--- config.mk ---
export PLATFORM = sky130hd
export DESIGN_NAME = div_unit_flat
export DESIGN_NICKNAME = d
export VERILOG_FILES = /design/src/rtl/alu_pkg.sv /design/src/rtl/div_unit_if.sv /design/src/rtl/div_sign_fix.sv /design/src/rtl/div_unit.sv /design/src/flat_wrapper.sv
export SDC_FILE = /design/constraint.sdc
export NUM_CORES = 1
export LEC_CHECK = 0
export CAP_MARGIN = 5
export CORE_MARGIN = 2
export CORE_UTILIZATION = 64
export DETAILED_ROUTE_END_ITERATION = 6
export PLACE_DENSITY = 0.95
export SKIP_CTS_REPAIR_TIMING = 1
export SLEW_MARGIN = 30
export SYNTH_ARGS = -nofsm -noshare
export SYNTH_HDL_FRONTEND = slang
export SYNTH_SLANG_ARGS = --single-unit
--- constraint.sdc ---
create_clock -name clk_i -period 8.23 [get_ports clk_i]
set_input_delay 1.646 -clock clk_i [delete_from_list [all_inputs] [get_ports clk_i]]
set_output_delay 1.646 -clock clk_i [all_outputs]
set_load 0.05 [all_outputs]
--- src/rtl/alu_pkg.sv ---
// Shared execute-stage ALU definitions: divider opcodes, divider FSM states
// and the machine word width.
package alu_pkg;

    localparam int XLEN = 32;

    typedef enum logic [1:0] {
        DIV  = 2'b00,
        DIVU = 2'b01,
        REM  = 2'b10,
        REMU = 2'b11
    } div_op_t;

    typedef enum logic [1:0] {
        IDLE,
        CALC,
        FIX,
        DONE
    } div_state_t;

endpackage

--- src/rtl/div_unit_if.sv ---
// Start/busy/done handshake and operand/result bus of the divider.
interface div_unit_if #(
    parameter int XLEN = alu_pkg::XLEN
);
    logic                  start_i;
    alu_pkg::div_op_t      op_i;
    logic [XLEN-1:0]       data1_i;
    logic [XLEN-1:0]       data2_i;
    logic                  busy_o;
    logic                  done_o;
    logic [XLEN-1:0]       data_o;

    // Pipeline side issuing divide requests.
    modport master (
        output start_i, op_i, data1_i, data2_i,
        input  busy_o, done_o, data_o
    );

    // Divider side.
    modport slave (
        input  start_i, op_i, data1_i, data2_i,
        output busy_o, done_o, data_o
    );
endinterface

--- src/rtl/div_sign_fix.sv ---
// Conditional two's-complement negate: used for operand magnitudes at launch
// and for quotient/remainder sign correction after the iterations.
module div_sign_fix #(
    parameter int W = 32
) (
    input  logic [W-1:0] value,
    input  logic         negate,
    output logic [W-1:0] result
);

    // Pass the value through or return its two's complement.
    assign result = negate ? (~value + W'(1)) : value;

endmodule

--- src/rtl/div_unit.sv ---
// Multi-cycle radix-2 restoring divider for RISC-V DIV/DIVU/REM/REMU.
// One quotient bit per cycle in CALC, sign correction in FIX, one-cycle
// done pulse in DONE. Divide-by-zero and signed overflow finish at launch.
module div_unit #(
    parameter int XLEN  = alu_pkg::XLEN,
    parameter int CNT_W = 5
) (
    input  logic       clk_i,
    input  logic       rst_n_i,
    div_unit_if.slave  bus
);
    import alu_pkg::*;

    div_state_t        state, state_next;
    div_op_t           op_q;
    logic              sign1_q, sign2_q;
    logic [XLEN-1:0]   rem_q, quo_q, dvsr_q, data_q;
    logic [CNT_W-1:0]  cnt_q;

    // Launch-side decode of the incoming request.
    logic              accept, is_signed_in, is_rem_in, neg1, neg2;
    logic              div_zero, overflow, special;
    logic [XLEN-1:0]   abs1, abs2, special_result;

    assign accept       = bus.start_i && ((state == IDLE) || (state == DONE));
    assign is_signed_in = (bus.op_i == DIV) || (bus.op_i == REM);
    assign is_rem_in    = (bus.op_i == REM) || (bus.op_i == REMU);
    assign neg1         = is_signed_in && bus.data1_i[XLEN-1];
    assign neg2         = is_signed_in && bus.data2_i[XLEN-1];
    assign div_zero     = (bus.data2_i == '0);
    assign overflow     = is_signed_in && (bus.data1_i == {1'b1, {(XLEN-1){1'b0}}})
                          && (&bus.data2_i);
    assign special      = div_zero || overflow;

    // Divide-by-zero: all ones / dividend. Overflow: dividend / zero.
    assign special_result = div_zero ? (is_rem_in ? bus.data1_i : '1)
                                     : (is_rem_in ? '0 : bus.data1_i);

    div_sign_fix #(.W(XLEN)) u_abs1 (.value(bus.data1_i), .negate(neg1), .result(abs1));
    div_sign_fix #(.W(XLEN)) u_abs2 (.value(bus.data2_i), .negate(neg2), .result(abs2));

    // One restoring step: the extra top bit keeps the trial subtract exact
    // even when the shifted remainder exceeds XLEN bits (large unsigned divisors).
    logic [XLEN:0]     rem_shift, trial;
    logic              trial_ok;

    assign rem_shift = {rem_q, quo_q[XLEN-1]};
    assign trial     = rem_shift - {1'b0, dvsr_q};
    assign trial_ok  = ~trial[XLEN];

    // Sign correction: quotient negative when signs differ, remainder follows
    // the dividend. Signs were latched as zero for unsigned ops.
    logic [XLEN-1:0]   quo_fixed, rem_fixed, fix_result;

    div_sign_fix #(.W(XLEN)) u_fix_quo (.value(quo_q), .negate(sign1_q ^ sign2_q), .result(quo_fixed));
    div_sign_fix #(.W(XLEN)) u_fix_rem (.value(rem_q), .negate(sign1_q), .result(rem_fixed));

    assign fix_result = ((op_q == REM) || (op_q == REMU)) ? rem_fixed : quo_fixed;

    // State register.
    // NOTE: clocked state uses non-blocking assignments so every flop samples
    // pre-edge values regardless of process ordering.
    always_ff @(posedge clk_i or negedge rst_n_i) begin
        if (!rst_n_i) state <= IDLE;
        else          state <= state_next;
    end

    // Next-state logic.
    // NOTE: state_next gets its default before the case so no path leaves it
    // unassigned, which would otherwise infer a latch.
    always_comb begin
        state_next = state;
        case (state)
            IDLE: if (accept) state_next = special ? DONE : CALC;
            CALC: if (cnt_q == '0) state_next = FIX;
            FIX:  state_next = DONE;
            DONE: state_next = accept ? (special ? DONE : CALC) : IDLE;
            default: state_next = IDLE;
        endcase
    end

    // Operand capture, iteration and result register.
    always_ff @(posedge clk_i or negedge rst_n_i) begin
        if (!rst_n_i) begin
            op_q    <= DIV;
            sign1_q <= 1'b0;
            sign2_q <= 1'b0;
            rem_q   <= '0;
            quo_q   <= '0;
            dvsr_q  <= '0;
            cnt_q   <= '0;
            data_q  <= '0;
        end else if (accept) begin
            op_q    <= bus.op_i;
            sign1_q <= neg1;
            sign2_q <= neg2;
            rem_q   <= '0;
            quo_q   <= abs1;
            dvsr_q  <= abs2;
            cnt_q   <= CNT_W'(XLEN - 1);
            if (special) data_q <= special_result;
        end else if (state == CALC) begin
            rem_q <= trial_ok ? trial[XLEN-1:0] : rem_shift[XLEN-1:0];
            quo_q <= {quo_q[XLEN-2:0], trial_ok};
            cnt_q <= cnt_q - CNT_W'(1);
        end else if (state == FIX) begin
            data_q <= fix_result;
        end
    end

    assign bus.busy_o = (state == CALC) || (state == FIX);
    assign bus.done_o = (state == DONE);
    assign bus.data_o = data_q;

endmodule

--- src/flat_wrapper.sv ---
// flat-port wrapper written by rule: the top's interface ports become plain ports
module div_unit_flat import alu_pkg::*;
#(
    parameter int XLEN  = alu_pkg::XLEN,
    parameter int CNT_W = 5
)
  (clk_i, rst_n_i, bus_start_i, bus_op_i, bus_data1_i, bus_data2_i, bus_busy_o, bus_done_o, bus_data_o);
  div_unit_if #(.XLEN(XLEN)) bus_i ();
  input  logic clk_i;
  input  logic rst_n_i;
  input wire logic [$bits(bus_i.start_i)-1:0] bus_start_i;
  input wire logic [$bits(bus_i.op_i)-1:0] bus_op_i;
  input wire logic [$bits(bus_i.data1_i)-1:0] bus_data1_i;
  input wire logic [$bits(bus_i.data2_i)-1:0] bus_data2_i;
  output wire logic [$bits(bus_i.busy_o)-1:0] bus_busy_o;
  output wire logic [$bits(bus_i.done_o)-1:0] bus_done_o;
  output wire logic [$bits(bus_i.data_o)-1:0] bus_data_o;
  assign bus_i.start_i = bus_start_i;
  assign bus_i.op_i = bus_op_i;
  assign bus_i.data1_i = bus_data1_i;
  assign bus_i.data2_i = bus_data2_i;
  assign bus_busy_o = bus_i.busy_o;
  assign bus_done_o = bus_i.done_o;
  assign bus_data_o = bus_i.data_o;
  div_unit #(.XLEN(XLEN), .CNT_W(CNT_W)) u_core (.clk_i(clk_i), .rst_n_i(rst_n_i), .bus(bus_i));
endmodule
Yosys cells after proc, flatten, opt, wreduce, memory -nomap -nowiden
Cells that the tools add are included.

word-level totals
  bits in registers = 139
  input bits = 69
  logic and storage cells = 77

operators by class
  $add $sub $neg = 6
  equality and inequality tests = 12
  muxes and demuxes = 24
  bitwise operators = 6
  reduce and logical (&&, ||, !) cells = 20

operators with widths
  operator                                                number
  2-to-1 mux 32 bit                                       17
  adder 32 x 1 -> 32 bit (second input constant)          4
  NOT 32 bit                                              4
  subtractor 33 x 32 -> 33 bit                            1
  equality test 32 bit (second input constant)            1
  logical NOT 32 bit                                      1
  AND reduction 32 bit                                    1
  equality test 2 bit (second input constant)             6
  2-to-1 mux 5 bit                                        2
  2-to-1 mux 2 bit                                        4
  one-hot mux 2 bit (4 select lines)                      1
  logical OR 1 bit                                        6
  inequality test 2 x 1 -> 1 bit (second input constant)  3
  logical AND 1 bit                                       5
  logical NOT 5 bit                                       1
  subtractor 5 x 1 -> 5 bit (second input constant)       1
  logical NOT 2 bit                                       2
  nonzero test 2 bit                                      2
  AND reduction 3 bit                                     1
  equality test 2 x 1 -> 1 bit (second input constant)    1
  inequality test 2 bit (second input constant)           1
  AND reduction 2 bit                                     1
  NOT 1 bit                                               1
  XOR 1 bit                                               1

Logic depth before layout (Yosys ltp)
  depth after elaboration = 8
  mapped depth = 15

Hierarchy
A second synthesis with hierarchy kept.

unflattened totals
  cell total of the unflattened synthesis = 1518
  area, all modules = 12181.7 um2

by module, submodules not included
  module        times used  cells each  area each (um2)
  div_unit      1           1122        9073.7
  div_sign_fix  4           99          777.0

Worst setup path before layout
No wires, ideal clock.

  path type = input -> register
  from = input port bus_data2_i[19]
  to = register u_core.data_q[25] (netlist: u_core.bus.data_o[25])
  library setup time = 0.124 ns
  arrival = 3.859 ns
  slack = 4.247 ns
  stages = 9
  buffers on the path = 1
  path through = or4_4 or4b_4 nor4_4 nand4_2 o31ai_4 nand2_4 and2_4 buf_6 a211o_1

on the way
  longest elaborated chain between the ends = 5
  elaborated cells between the ends (all ways) = 9

ends and longest elaborated chain
  element                          RTL line            RTL
  start: declaration               flat_wrapper.sv:14  input wire logic [$bits(bus_i.data2_i)-1:0] bus_data2_i;
  AND reduction 32 bit             div_unit.sv:32      && (&bus.data2_i);
  logical AND 1 bit                div_unit.sv:32
  logical OR 1 bit                 div_unit.sv:33      assign special = div_zero || overflow;
  inequality test 2 bit (no line)  --
  AND reduction 3 bit (no line)    --
  end signal: assignment           div_unit.sv:101     if (special) data_q <= special_result;
  end signal: assignment           div_unit.sv:107     data_q <= fix_result;
  end: declaration                 div_unit.sv:17      logic [XLEN-1:0] rem_q, quo_q, dvsr_q, data_q;

Parallel ways exist; a longest one is shown, timed or not. The select of a mux whose other input is x is not followed.
A chain may end at the register's enable or synchronous reset.

Worst setup path after layout
  from = input port bus_data2_i[19]
  to = register u_core.data_q[28] (netlist: u_core.bus.data_o[28])

Same word-level chain as after synthesis.

==> results.toml <==
[detailed_routing]
remaining_drc_errors = 0
drtAntennaViolNets = 0
drt_iter0_markers = 1431
wl_per_cell_um = 19.89
vias = 11280
routed_wl_um = 33480
firstDrtPassIters = 6
avgViaCountPerCell = 6.701

[place]
globalplace.congestion = 0.9417
place_area_mm2 = 0.01233
io_buffers = 102
dp_hpwl_um = 23210
post-place-ws_ps = 2869
placed_cells = 1652

[logic_synthesis]
synth_edf_count = 0
yosysTopAreaCell = "dfrtp_1"
netlist_top_cells_area = "dfrtp_1 31%, o21ai_0 6.6%, xnor2_1 6.4%"
netlist_area_mm2 = 0.01130
synthCells = 1403
yosysMostFrequentCell = "nand2_1"
synthArstFlopShare_pct = 100.0
ys_types = 71
syn_area_per_cell_um2 = 8.056
synth_warnings = 0
syn_nets = 1517
ys.flop_type = "dfrtp_1"
synth_top_area_share_pct = 30.55
synth_common_cells = "176 x nand2_1, 150 x o21ai_0, 138 x dfrtp_1, 105 x a21oi_1, 101 x nor2_1"
ys_ff_latch = 138
ys_seq_area_share_pct = 30.55

[final_layout]
final_cell_area_mm2 = 0.01294
fin_nets = 1561
regArea_mm2 = 0.003458
stdcell_count = 1683
area_growth_pct = 14.49
final_util_pct = 74.81
nFillCells = 1223
diodes = 0
drive_above_1_share_pct = 4.870
multi_input_area_mm2 = 0.007306

[timing]
tns_ps = 0
slew_headroom_pct = 48.46
whs_ps = 472.6
rsz0062_at_grt = "false"
fmax_mhz = 213.9
setup_viol = 0
skew_ps = 14.85
final_max_slew_viol_count = 0
period_minus_slack_ps = 4676
period_share_pct = 56.82
setup_slack_ps = 3554
finalHoldViolCount = 0
worst_pin_slew_ps = 763.4

[setup_path]
path_max_fanout = 52
worst-setup-path-type = "input port to flip-flop"
cp.required_ps = 8560
reg2reg_from = "u_core.quo_q[31]"
critPathCaptureType = "flip-flop"
critPathArrivalTime_ps = 5010
startpoint = "bus_data2_i[19]"
setup.worst_path.start_class = "input port"

[global_routing]
grt_start_max_net_pins = 74
grt_pass1_vias = 10600
grt_pass1_wl_um = 53210
grt_antenna_before_repair = 0
grt_overflow_total = 0
track_usage_pct = 36.09

[hold_path]
hp-class = "flip-flop to flip-flop"
worstHoldStart = "u_core.dvsr_q[6]"

[floorplan]
initial_utilization_pct = 65.34
coreArea_mm2 = 0.01730
die_y_um = 136.9
ios = 103
rows = 48
die_x_um = 136.9
die-area_mm2 = 0.01874

[power_and_ir_drop]
p_leak_nw = 5.334
power_density_mw_per_mm2 = 506.7
finalPower_mw = 6.556
ir_worst_vdd_mv = 0.5706

[clock_tree]
cts_buffers = 17
clock-root-buffer = "clkbuf_16"
cts.sinks = 138
path_clk_slew_ps = 60
h-tree-depth = 4
cts_tree = "done"
clk_latency_ps = 450
clock_path_buffers = 2

[job]
maxCapViolCount = 0

[status]
status = "completed"
==> path summary, 6_finish.rpt <==
| path | slack, ps | end | depth (start not counted) |
|---|---|---|---|
| max | 3550 | u_core.bus.data_o[28] | 10 |
| min | 470 | u_core.dvsr_q[6] | 2 |
| min reg2reg | 470 | u_core.dvsr_q[6] | 2 |
| max in group asynchronous | 5840 | u_core.op_q[1] | 3 |
| max reg2reg | 4080 | u_core.rem_q[29] | 14 |
| min in group asynchronous | 1220 | u_core.dvsr_q[20] | 1 |
==> worst max-delay path: stages <==
cell and delay, ps:
clkdlybuf4s50_1 530, or4_4 600, or4b_4 540, nor4_4 240, nand4_2 290, o31ai_4 170, nand2_4 130, nand2_4 480
o21ai_0 180, o22a_1 190
==> layout by cell type, fill, tap and decap left out, types with 13 or more instances in the layout <==
cell,count
nand2_1,176
o21ai_0,150
dfrtp_1,136
a21oi_1,105
nor2_1,101
clkdlybuf4s50_1,101
xnor2_1,82
xor2_1,67
mux2i_1,58
inv_1,56
ha_1,43
a31oi_1,31
o211ai_1,27
maj3_1,27
nor3_1,25
nand3_1,20
o31ai_1,20
or3_1,18
clkbuf_16,17
a21o_1,15
nand4_1,14
o41ai_1,13
==> per-layer routing <==
| metal | wire length (um) | track usage, % |
|---|---|---|
| met5 | 0 | 0 |
| met4 | 1313 | 16.95 |
| met3 | 3141 | 6.926 |
| met2 | 15760 | 57.81 |
| met1 | 13270 | 47.25 |
==> registers in the layout, indices dropped and copies added (netlist names) <==
name               count
u_core.quo_q          32
u_core.cnt_q           5
u_core.bus.data_o     32
u_core.rem_q          32
u_core.state           2
u_core.op_q            1
u_core.sign2_q         1
u_core.sign1_q         1
u_core.dvsr_q         32
==> power breakdown <==
group / switching, mW / internal [mW]
sequential: 0.494 / 1.02
combinational: 2.57 / 1.71
clock: 0.312 / 0.450
total: 3.38 / 3.18
==> layout make-up <==
| type | count | share of cell area [%] |
|---|---|---|
| well taps | 225 | 2.176 |
| clock inverters | 11 | 0.9573 |
| inverters | 56 | 1.624 |
| multi-input cells | 1121 | 56.46 |
| flip-flops and latches | 138 | 26.73 |
| clock buffers | 19 | 3.423 |
| repair buffers | 113 | 8.635 |
==> cells by family after synthesis <==
kind of cell,share of synthesized area (%)
mux,5.137
buf+inv,5.247
compound gates,21.83
fa+ha+maj,7.439
xor+xnor,11.70
simple gates,18.09
flops,30.55
Power figures use the tool's default switching activity.
